**config.mk**
```make
export PLATFORM = sky130hd
export DESIGN_NAME = receive_flat
export DESIGN_NICKNAME = d
export VERILOG_FILES = /design/src/rtl/receive_if.sv /design/src/rtl/receive.sv /design/src/flat_wrapper.sv
export SDC_FILE = /design/constraint.sdc
export NUM_CORES = 1
export LEC_CHECK = 0
export ABC_CLOCK_PERIOD_IN_PS = 3700
export BUFFER_PORTS_ARGS = -buffer_cell sky130_fd_sc_hd__buf_4
export CORE_ASPECT_RATIO = 0.6
export CORE_MARGIN = 1.5
export CORE_UTILIZATION = 50
export DETAILED_ROUTE_END_ITERATION = 10
export GPL_ROUTABILITY_DRIVEN = 0
export PLACE_DENSITY = 0.79
export SYNTH_ARGS = -nofsm -noshare
export SYNTH_HDL_FRONTEND = slang
export SYNTH_SLANG_ARGS = --single-unit
export TNS_END_PERCENT = 1
```
**constraint.sdc**
```tcl
create_clock -name clk -period 3.7 [get_ports clk]
set_input_delay 0.185 -clock clk [delete_from_list [all_inputs] [get_ports clk]]
set_output_delay 0.185 -clock clk [all_outputs]
set_load 0.01 [all_outputs]
```
**src/rtl/receive_if.sv**
```systemverilog
// receive_if: channel-memory port and result bundle for the receive engine.
// Widths follow addrBits/dataBits; error is present only with RECEIVE_ERROR_EN.
// master = sequencer/memory side, slave = receive engine.
`ifndef ADDRESS_BITS
`define ADDRESS_BITS 8
`endif
`ifndef DATA_BITS
`define DATA_BITS 16
`endif
`ifndef RAM_READ
`define RAM_READ 1'b0
`endif
`ifndef RAM_WRITE
`define RAM_WRITE 1'b1
`endif

interface receive_if #(
    parameter int addrBits = `ADDRESS_BITS,
    parameter int dataBits = `DATA_BITS
);
    logic                start;
    logic                busy;
    logic                finished;
    logic [addrBits-1:0] address;
    logic                readWriteMode;
    logic [dataBits-1:0] dataOut;
    logic [dataBits-1:0] dataIn;
    logic [addrBits-1:0] channel;
    logic [addrBits-1:0] rxPid;
    logic                shouldScheduleSender;
    logic                shouldDescheduleReceiver;
    logic [addrBits-1:0] scheduleTxPid;
    logic                messageValid;
    logic [dataBits-1:0] receivedMessage;
`ifdef RECEIVE_ERROR_EN
    logic                error;
`endif

    modport master (
        output start, dataOut, channel, rxPid,
`ifdef RECEIVE_ERROR_EN
        input  error,
`endif
        input  busy, finished, address, readWriteMode, dataIn,
               shouldScheduleSender, shouldDescheduleReceiver,
               scheduleTxPid, messageValid, receivedMessage
    );

    modport slave (
        input  start, dataOut, channel, rxPid,
`ifdef RECEIVE_ERROR_EN
        output error,
`endif
        output busy, finished, address, readWriteMode, dataIn,
               shouldScheduleSender, shouldDescheduleReceiver,
               scheduleTxPid, messageValid, receivedMessage
    );
endinterface

```
**src/rtl/receive.sv**
```systemverilog
// receive: channel rendezvous receiver; parks the receiver or takes a waiting sender's message (RECEIVE_ERROR_EN adds self-wait error).
// Latency: start in T, single channel write in T+2, finished and results in T+3, idle again in T+4.
// Backpressure: none; start is only sampled in IDLE and ignored while busy.
`ifndef ADDRESS_BITS
`define ADDRESS_BITS 8
`endif
`ifndef DATA_BITS
`define DATA_BITS 16
`endif
`ifndef RAM_READ
`define RAM_READ 1'b0
`endif
`ifndef RAM_WRITE
`define RAM_WRITE 1'b1
`endif

module receive #(
    parameter int addrBits = `ADDRESS_BITS,
    parameter int dataBits = `DATA_BITS
) (
    input  logic     clk,
    input  logic     reset,
    receive_if.slave bus
);
    typedef enum logic [1:0] {
        IDLE     = 2'd0,
        READ_PID = 2'd1,
        DECIDE   = 2'd2,
        DONE     = 2'd3
    } state_t;

    state_t              state;
    state_t              nextState;
    logic [addrBits-1:0] channelReg;
    logic [addrBits-1:0] rxPidReg;
    logic [addrBits-1:0] pendingPid;
    logic                selfWait;

    logic                scheduleReg;
    logic                descheduleReg;
    logic [addrBits-1:0] txPidReg;
    logic                validReg;
    logic [dataBits-1:0] messageReg;

    // A receiver finding its own PID parked on the channel is only an error when checking is built in.
`ifdef RECEIVE_ERROR_EN
    logic errorReg;
    assign selfWait  = (pendingPid == rxPidReg);
    assign bus.error = errorReg;
`else
    assign selfWait = 1'b0;
`endif

    assign bus.busy                     = (state != IDLE);
    assign bus.finished                 = (state == DONE);
    assign bus.shouldScheduleSender     = scheduleReg;
    assign bus.shouldDescheduleReceiver = descheduleReg;
    assign bus.scheduleTxPid            = txPidReg;
    assign bus.messageValid             = validReg;
    assign bus.receivedMessage          = messageReg;

    // State register; reset drops straight to IDLE so an in-flight write is abandoned.
    always_ff @(posedge clk or posedge reset) begin
        if (reset) state <= IDLE;
        else       state <= nextState;
    end

    // Next state and memory port decode; the only write is the channel word in DECIDE.
    always_comb begin
        nextState         = state;
        bus.address       = bus.channel;
        bus.readWriteMode = `RAM_READ;
        bus.dataIn        = '0;
        unique case (state)
            IDLE: begin
                if (bus.start) nextState = READ_PID;
            end
            READ_PID: begin
                bus.address = channelReg + addrBits'(1);
                nextState   = DECIDE;
            end
            DECIDE: begin
                bus.address = channelReg;
                if (!selfWait) begin
                    bus.readWriteMode = `RAM_WRITE;
                    // Empty channel parks our PID; a waiting sender's slot is cleared.
                    bus.dataIn = (pendingPid == '0) ? dataBits'(rxPidReg) : '0;
                end
                nextState = DONE;
            end
            DONE: begin
                nextState = IDLE;
            end
            default: nextState = IDLE;
        endcase
    end

    // Operand latches and result registers; results clear on an accepted start and settle at the DECIDE edge.
    always_ff @(posedge clk or posedge reset) begin
        if (reset) begin
            channelReg    <= '0;
            rxPidReg      <= '0;
            pendingPid    <= '0;
            scheduleReg   <= 1'b0;
            descheduleReg <= 1'b0;
            txPidReg      <= '0;
            validReg      <= 1'b0;
            messageReg    <= '0;
`ifdef RECEIVE_ERROR_EN
            errorReg      <= 1'b0;
`endif
        end else begin
            unique case (state)
                IDLE: begin
                    if (bus.start) begin
                        channelReg    <= bus.channel;
                        rxPidReg      <= bus.rxPid;
                        scheduleReg   <= 1'b0;
                        descheduleReg <= 1'b0;
                        txPidReg      <= '0;
                        validReg      <= 1'b0;
                        messageReg    <= '0;
`ifdef RECEIVE_ERROR_EN
                        errorReg      <= 1'b0;
`endif
                    end
                end
                READ_PID: begin
                    // Only the low addrBits of the waiting-process word form a PID.
                    pendingPid <= bus.dataOut[addrBits-1:0];
                end
                DECIDE: begin
                    if (selfWait) begin
`ifdef RECEIVE_ERROR_EN
                        errorReg <= 1'b1;
`endif
                    end else if (pendingPid == '0) begin
                        descheduleReg <= 1'b1;
                    end else begin
                        scheduleReg <= 1'b1;
                        txPidReg    <= pendingPid;
                        messageReg  <= bus.dataOut;
                        validReg    <= 1'b1;
                    end
                end
                default: ;
            endcase
        end
    end
endmodule

```
**src/flat_wrapper.sv**
```systemverilog
// flat-port wrapper written by rule: the top's interface ports become plain ports
module receive_flat 
#(
    parameter int addrBits = `ADDRESS_BITS,
    parameter int dataBits = `DATA_BITS
)
  (clk, reset, bus_start, bus_dataOut, bus_channel, bus_rxPid, bus_busy, bus_finished, bus_address, bus_readWriteMode, bus_dataIn, bus_shouldScheduleSender, bus_shouldDescheduleReceiver, bus_scheduleTxPid, bus_messageValid, bus_receivedMessage);
  receive_if #(.addrBits(addrBits), .dataBits(dataBits)) bus_i ();
  input  logic clk;
  input  logic reset;
  input wire logic [$bits(bus_i.start)-1:0] bus_start;
  input wire logic [$bits(bus_i.dataOut)-1:0] bus_dataOut;
  input wire logic [$bits(bus_i.channel)-1:0] bus_channel;
  input wire logic [$bits(bus_i.rxPid)-1:0] bus_rxPid;
  output wire logic [$bits(bus_i.busy)-1:0] bus_busy;
  output wire logic [$bits(bus_i.finished)-1:0] bus_finished;
  output wire logic [$bits(bus_i.address)-1:0] bus_address;
  output wire logic [$bits(bus_i.readWriteMode)-1:0] bus_readWriteMode;
  output wire logic [$bits(bus_i.dataIn)-1:0] bus_dataIn;
  output wire logic [$bits(bus_i.shouldScheduleSender)-1:0] bus_shouldScheduleSender;
  output wire logic [$bits(bus_i.shouldDescheduleReceiver)-1:0] bus_shouldDescheduleReceiver;
  output wire logic [$bits(bus_i.scheduleTxPid)-1:0] bus_scheduleTxPid;
  output wire logic [$bits(bus_i.messageValid)-1:0] bus_messageValid;
  output wire logic [$bits(bus_i.receivedMessage)-1:0] bus_receivedMessage;
  assign bus_i.start = bus_start;
  assign bus_i.dataOut = bus_dataOut;
  assign bus_i.channel = bus_channel;
  assign bus_i.rxPid = bus_rxPid;
  assign bus_busy = bus_i.busy;
  assign bus_finished = bus_i.finished;
  assign bus_address = bus_i.address;
  assign bus_readWriteMode = bus_i.readWriteMode;
  assign bus_dataIn = bus_i.dataIn;
  assign bus_shouldScheduleSender = bus_i.shouldScheduleSender;
  assign bus_shouldDescheduleReceiver = bus_i.shouldDescheduleReceiver;
  assign bus_scheduleTxPid = bus_i.scheduleTxPid;
  assign bus_messageValid = bus_i.messageValid;
  assign bus_receivedMessage = bus_i.receivedMessage;
  receive #(.addrBits(addrBits), .dataBits(dataBits)) u_core (.clk(clk), .reset(reset), .bus(bus_i));
endmodule
```
* Word-level counts from Yosys, hierarchy flattened *
Index checks and enable logic that the tools add are counted.

word-level totals
  input port bits = 35
  logic and storage cells = 39
  register bits after elaboration = 52
  output and inout port bits = 54

cells by class
  eq/ne operators = 6
  mux-type cells = 17
  reduce and logical (&&, ||, !) cells = 7
  add/sub/neg operators = 1

operators with widths
  operator             number
  $mux 16              3
  $pmux 16 s2          1
  $pmux 8 s2           2
  $mux 8               3
  $add 8x1->8 const B  1
  $logic_not 8->1      1
  $pmux 2 s4           1
  $reduce_and 3->1     2
  $eq 2x2->1 const B   2
  $mux 1               4
  $ne 2x2->1 const B   2
  $pmux 1 s2           2
  $reduce_bool 2->1    2
  $eq 2x1->1 const B   1
  $logic_not 2->1      1
  $mux 2               1
  $ne 2x1->1 const B   1
  $reduce_and 2->1     1

* Logic depth before layout (Yosys ltp) *
Gate-level depths: netlist (run 1).

  depth in word-level cells = 3
  mapped depth = 8
  mapped depth without buffers = 5

* Worst setup path after synthesis (run 1) *
Ideal clock, no wire load.

  kind = register to output
  start = register u_core.state[0]
  end = output port bus_address[6]
  arrival time = 1590 ps
  path slack = 1925 ps
  data required time = 3515 ps
  stages on the path, launching flop included = 8
  buffers on the path = 3
  path through = dfrtp_1 inv_1 ha_1 buf_4 buf_2 clkbuf_1 a31oi_1 nand3_1

between the ends
  longest elaborated chain between the ends = 2
  elaborated cells on any way between the ends = 3
  those cells by class = eq/ne: 2; mux: 1

ends and longest elaborated chain
  element                                   RTL line            text
  start, declared                           receive.sv:32       state_t state;
  start signal, assigned                    receive.sv:65       else state <= nextState;
  $eq 2x2->1 or $eq 2x1->1 (tied branches)  receive.sv:74       unique case (state)
  $pmux 8 s2 (*)                            receive.sv:74
  end, declared                             flat_wrapper.sv:17  output wire logic [$bits(bus_i.address)-1:0] bus_address;

Every way passes the cells marked *; elsewhere a longest branch is shown, timed or not.

* Final worst setup path (run 1) *
  start = register u_core.state[0]
  end = register u_core.messageReg[2], in the netlist u_core.bus.receivedMessage[2]

between the ends
  longest elaborated chain between the ends = 3
  elaborated cells on any way between the ends = 7
  those cells by class = eq/ne: 3; mux: 1; reduce/logical: 3

ends and longest elaborated chain
  element                                                           RTL line        text
  $eq 2x2->1 or $logic_not 2->1 (tied branches)                     receive.sv:113  unique case (state)
  $ne 2x2->1 (no source line) or $reduce_bool 2->1 (tied branches)  n/a
  $reduce_and 3->1 (no source line)                                 n/a
  end signal, assigned                                              receive.sv:142  messageReg <= bus.dataOut;
  end, declared                                                     receive.sv:43   logic [dataBits-1:0] messageReg;

Several ways; a longest one is shown, not always the timed one.
A chain may end at the register's enable or synchronous reset.

==> flow_metrics.tcl, run 1 <==
set metrics [dict create \
    routed.top_layer "met4" \
    reg2reg_from "u_core.state[0]" \
    tns_ns 0 \
    cts.sinks 52 \
    hp-class "input pin to flip-flop" \
    critPathSlowestCell "a211oi_2" \
    tritoncts "done" \
    critical_path.max_stage_delay_ns 0.93 \
    synth_edf_count 0 \
    crit_start "u_core.state[0]" \
    power.density_mw_per_mm2 900 \
    antenna_left 0 \
    ir_drop_mv 0.384 \
    postCtsHoldBufs 0 \
    clkLatencyLatePin_ns 0.31 \
    drt-vias-per-instance 5.58 \
    ys_types 45 \
    routed-wl-met2_um 2410 \
    initial_core_util_pct 52.6 \
    yosysTopAreaCellShare_pct 48.4 \
    yosysMostFrequentCell "dfrtp_1" \
    grt_pass1_wl_um 9470 \
    synth_compound_area_share_pct 16.1 \
    cp_max_fo 19 \
    grt_remaining_overflow 0 \
    crit_path_end_kind "flip-flop" \
    synth_area_leaders "dfrtp_1 48%, mux2_2 9.6%, a22o_1 5.2%, buf_4 2.8%, ha_1 2.8%" \
    synth.area.mux_share_pct 12.2 \
    dieArea_mm2 0.00584 \
    cp.required_ns 3.95 \
    final-hold-violation-count 0 \
    synthArstFlopShare_pct 100 \
    critPathBufInv 2 \
    max_freq_ghz 0.387 \
    wl_per_cell_um 15.8 \
    utilization_pct 65.0 \
    area_delta_synth_final_pct 23.4 \
    root_buffer "clkbuf_8" \
    yosys.area_share.simple_pct 12.6 \
    cp.depth 5 \
    seqCellArea_mm2 0.00130 \
    synthXorXnorAreaFrac_pct 0 \
    worstPathArrival_ns 2.83 \
    firstDrtPassIters 4 \
    fillers 419 \
    drtIter0Drc 72 \
    status "complete, no violations" \
    cts_setup_buffers 0 \
    ys_seq_area_share_pct 48.4 \
    netlist_top_cells_count "52 x dfrtp_1, 23 x mux2_2, 16 x a22o_1" \
    layout.nets 340 \
    slew_viol_final 0 \
    startpoint_type "flip-flop" \
    maxCapViolCount 0 \
    power_leakage_nw 1.60 \
    drc 0 \
    synth-seq-cells 52 \
    die_y_um 59.8 \
    reg2regPathDepth 5 \
    r2r-end "u_core.bus.receivedMessage[2]" \
    ys_warn_count 0 \
    synth.cell_area_mm2 0.00269 \
    slew_headroom_pct 26.1 \
    grt_pass1_vias 1904 \
    instances_no_fill 366 \
    grt_max_degree 53 \
    clk_pin_slew_worst_paths_ns 0.10 \
    grtUsageTotal_pct 20.8 \
    routed_wl_um 5770 \
    yosysTopAreaCell "dfrtp_1" \
    cts_max_level 2 \
    synthCells 229 \
    cts_resized 0 \
    rsz0062_at_grt "no" \
    wirelength_met1_um 2900 \
    clock_path_buffers 2 \
    n_antenna_cell 0 \
    rows 20 \
    cts-buffers-inserted 5 \
    antenna_found_initial 0 \
    ff2ff_setup_slack_ns 1.12 \
    syn_avg_cell_area_um2 11.7 \
    multiInputGateArea_mm2 0.00120 \
    fin_hold_ws_ns 0.0863 \
    finClkSkew_ns 0.00744 \
    timing.final.crit_share_pct 69.8 \
    finalCriticalPeriod_ns 2.58 \
    wl_met3_um 433 \
    endpoint "u_core.bus.receivedMessage[2]" \
    synthAdderAreaFrac_pct 2.79 \
    core_mm2 0.00510 \
    ios 89 \
    worst_slew_pin_slew_ns 1.11 \
    synth_top_family_by_area "compound AO/OA/AOI/OAI gates" \
    place_ws_ns 1.18 \
    synth-main-ff-cell "dfrtp_1" \
    setup-violations-final 0 \
    cp_cell_sequence "inv_1, ha_1, inv_2, a211oi_2, a22o_1" \
    vias 2041 \
    cp_top_family "compound AO/OA/AOI/OAI gates" \
    fin_ws_ns 1.12 \
    dieWidth_um 97.6 \
    drive_gt1_share_pct 40.0 \
    numPortBuffers 80 \
    place_hpwl_um 4140 \
    critPathKind "flip-flop to flip-flop" \
    dp.cells 358 \
]
==> routing by layer <==
metal	up-vias	GRT usage, %
met2	67	27.7
met1	993	31.7
met4	0	6.73
li1	977	-
met5	-	0
met3	4	6.78
==> cell families (layout without fill, tap and decap cells) <==
family	count (synthesis)	after routing
AO/OA/AOI/OAI	54	54
adder cells (fa/ha/maj)	6	6
buffers and inverters	31	95
flip-flops	52	52
multiplexers	30	30
other	1	8
AND/OR/NAND/NOR	55	55
==> cell type report <==
type	count	share of cell area (%)
flip-flops and latches	52	39.2
well taps	66	2.49
clock inverters	2	0.415
multi-input cells	153	36.3
clock buffers	6	2.49
inverters	6	0.679
repair buffers	81	18.3
==> flip-flops by register name, indices dropped and copies added, names as in the netlist <==
signal,count
u_core.bus.messageValid,1
u_core.bus.receivedMessage,16
u_core.bus.scheduleTxPid,8
u_core.bus.shouldDescheduleReceiver,1
u_core.channelReg,8
u_core.pendingPid,8
u_core.rxPidReg,8
u_core.state,2
==> cells in the final DEF, fill, tap and decap left out, types with 6 or more instances in the layout <==
cell	n
buf_4	81
dfrtp_1	52
mux2_2	23
a22o_1	16
nand2_1	10
and3_1	9
nor2_1	9
conb_1	8
mux2i_1	7
o21ai_0	7
nand4_1	6
ha_1	6
clkbuf_8	6
==> stage by stage <==
stage          total power [W]  area, um2
3_3_place_gp           0.00261       3220
2_1_floorplan          0.00215       2710
3_5_place_dp           0.00266       3220
4_1_cts                0.00300       3320
5_1_grt                0.00322       3320
6_report               0.00298       3320
==> power breakdown <==
| group | internal [W] | switching, W |
|---|---|---|
| combinational | 0.000788 | 0.000763 |
| clock | 0.000153 | 0.000192 |
| sequential | 0.000838 | 0.000250 |
==> worst min-delay path by stage <==
| stage | from | end | slack [ns] | cells after the start |
|---|---|---|---|---|
| after floorplan | bus_dataOut[0] | u_core.bus.receivedMessage[0] | 0.32 | 1 |
| after global placement | bus_dataOut[8] | u_core.bus.receivedMessage[8] | 0.40 | 2 |
| after detailed placement | bus_dataOut[12] | u_core.bus.receivedMessage[12] | 0.41 | 2 |
| after CTS | bus_dataOut[8] | u_core.bus.receivedMessage[8] | 0.08 | 2 |
| after global routing | bus_dataOut[8] | u_core.bus.receivedMessage[8] | 0.07 | 2 |
| final | bus_dataOut[8] | u_core.bus.receivedMessage[8] | 0.09 | 2 |
Power figures use the tool's default switching activity.
==> inputs of run 2 (changes only) <==
--- a/config.mk
+++ b/config.mk
@@ -5,7 +5,7 @@
 export SDC_FILE = /design/constraint.sdc
 export NUM_CORES = 1
 export LEC_CHECK = 0
-export ABC_CLOCK_PERIOD_IN_PS = 3700
+export ABC_CLOCK_PERIOD_IN_PS = 2600
 export BUFFER_PORTS_ARGS = -buffer_cell sky130_fd_sc_hd__buf_4
 export CORE_ASPECT_RATIO = 0.6
 export CORE_MARGIN = 1.5
==> constraint.sdc (replaced) <==
create_clock -name clk -period 2.6 [get_ports clk]
set_input_delay 0.13 -clock clk [delete_from_list [all_inputs] [get_ports clk]]
set_output_delay 0.13 -clock clk [all_outputs]
set_load 0.01 [all_outputs]
==> run 2 against run 1 <==
Compared with the run above: sequential power is 43% higher; worst hold slack worse by 0.050 ns; critical endpoint is now u_core.bus.receivedMessage[5]; combinational power is 48% higher; clock skew is 0.0047 ns higher; sequential share of layout area is 0.60 points lower; largest power group unchanged; routed wire length is 3.0% higher; worst setup slack worse by 0.77 ns; sequential cell count stayed put.
==> flow_metrics.tcl, run 2 (synthesis results as in run 1) <==
set metrics [dict create \
    largest_reg_flops 16 \
    clkLatencyLatePin_ns 0.30 \
    drtIter0Drc 86 \
    crit_path_end_kind "flip-flop" \
    grt_remaining_overflow 0 \
    status "complete, no violations" \
    area_delta_synth_final_pct 25.3 \
    vias 2072 \
    finClkSkew_ns 0.0121 \
    initial_core_util_pct 52.6 \
    timing.final.crit_share_pct 86.5 \
    worst_slew_pin_slew_ns 1.14 \
    critPathKind "flip-flop to flip-flop" \
    drive_gt1_share_pct 40.6 \
    dpl_cell_area_mm2 0.00327 \
    cp.required_ns 2.84 \
    slew_headroom_pct 23.8 \
    wl_per_cell_um 15.9 \
    r2r-end "u_core.bus.receivedMessage[5]" \
    antenna_found_initial 0 \
    dieArea_mm2 0.00584 \
    worstHoldStart "bus_dataOut[9]" \
    layout_common_cells "88 x buf_4, 52 x dfrtp_1, 23 x mux2_2" \
    hold-path-endpoint "u_core.bus.receivedMessage[9]" \
    cts_max_level 2 \
    tns_ns 0 \
    dieWidth_um 97.6 \
    utilization_pct 66.0 \
    ff2ff_setup_slack_ns 0.35 \
    final_common_cell "buf_4" \
    cts.sinks 52 \
    core_mm2 0.00510 \
    firstDrtPassIters 4 \
    n_antenna_cell 0 \
    ir_drop_mv 0.482 \
    grtUsageTotal_pct 21.3 \
    final-hold-violation-count 0 \
    slew_viol_final 0 \
    numPortBuffers 80 \
    routed_wl_um 5950 \
    startpoint_type "flip-flop" \
    cp_max_fo 17 \
    drc 0 \
    fin_area_mm2 0.00337 \
    layout.nets 348 \
    ios 89 \
    grt_pass1_vias 1954 \
    cp_cell_sequence "inv_1, ha_1, mux2i_1, a31o_1, a22o_1" \
    rsz0062_at_grt "no" \
    root_buffer "clkbuf_8" \
    worstPathArrival_ns 2.49 \
    power.density_mw_per_mm2 1280 \
    grt_pass1_wl_um 9830 \
    setup-violations-final 0 \
    rows 20 \
    drt-vias-per-instance 5.54 \
    clock_path_buffers 2 \
    grt_max_degree 22 \
    fillers 421 \
    critical_path.max_stage_delay_ns 0.58 \
    whs_path_depth 2 \
    cts-buffers-inserted 5 \
    hp-class "input pin to flip-flop" \
    fin_hold_ws_ns 0.0365 \
    place_ws_ns 0.380 \
    finalCriticalPeriod_ns 2.25 \
    critPathSlowestCell "a31o_1" \
    clk_pin_slew_worst_paths_ns 0.10 \
    tritoncts "done" \
    reg2reg_from "u_core.state[1]" \
    die_y_um 59.8 \
    place_hpwl_um 4370 \
    cts_setup_buffers 0 \
    power_leakage_nw 1.63 \
    max_freq_ghz 0.445 \
    reg2regPathDepth 5 \
    antenna_left 0 \
    maxCapViolCount 0 \
    fin_ws_ns 0.352 \
]
-- run 2: changes by cell type in the layout (fill, tap and decap cells not counted), sizes merged --
cell	before	now
inv	7	6
clkbuf	6	7
buf	81	88
dlygate4sd3	0	1
-- run 2: power breakdown --
group          internal [W]  switching (W)
logic               0.00117        0.00112
registers           0.00119       0.000362
clock network      0.000193       0.000258
total               0.00255        0.00174
-- run 2: metal layers --
| metal | wire length [um] | GRT usage (%) | part of all wire (%) | up-vias |
|---|---|---|---|---|
| met5 | 0 | 0 | 0 | - |
| met4 | 14 | 2.45 | 0.24 | 0 |
| met3 | 400 | 5.96 | 6.7 | 2 |
| met2 | 2570 | 31.1 | 43 | 68 |
| met1 | 2960 | 32.5 | 50 | 1005 |
| li1 | - | - | - | 997 |
-- run 2: how the worst max path moves through the flow --
stage | end | slack, ns | cells past startpoint | startpoint
after floorplan | u_core.bus.receivedMessage[10] | 0.87 | 7 | u_core.state[0]
after global placement | u_core.bus.receivedMessage[9] | 0.51 | 5 | u_core.state[0]
after detailed placement | u_core.bus.receivedMessage[7] | 0.38 | 5 | u_core.state[0]
after CTS | u_core.bus.receivedMessage[7] | 0.35 | 5 | u_core.state[0]
after global routing | u_core.bus.receivedMessage[5] | 0.15 | 5 | u_core.state[0]
final | u_core.bus.receivedMessage[5] | 0.35 | 5 | u_core.state[1]
-- run 2: repair_timing --
action,4_1_cts,5_1_grt
hold buffers,1,0
endpoints found under the hold margin,19,0
resized for setup,0,0
-- run 2: final cells by class --
class                   instances  area (um2)  share of cell area (%)
multi-input cells             153        1200                    35.8
well taps                      66        82.6                    2.45
clock buffers                   7        76.3                    2.27
inverters                       6        22.5                   0.669
flip-flops and latches         52        1300                    38.6
repair buffers                 89         671                    19.9
clock inverters                 1        8.76                   0.260
-- run 2: worst max-delay path, delay by kind of cell (launching register included) --
kind | cells | cell delay (ns)
mux | 1 | 0.39
buf+inv | 1 | 0.14
compound gates | 2 | 0.83
flops | 1 | 0.42
fa+ha+maj | 1 | 0.40
-- run 2: stage by stage --
step | total power, W | std cells
floorplan | 0.00306 | 236
global placement | 0.00377 | 365
detailed placement | 0.00384 | 365
CTS | 0.00431 | 374
global route | 0.00463 | 374
finish | 0.00430 | 374
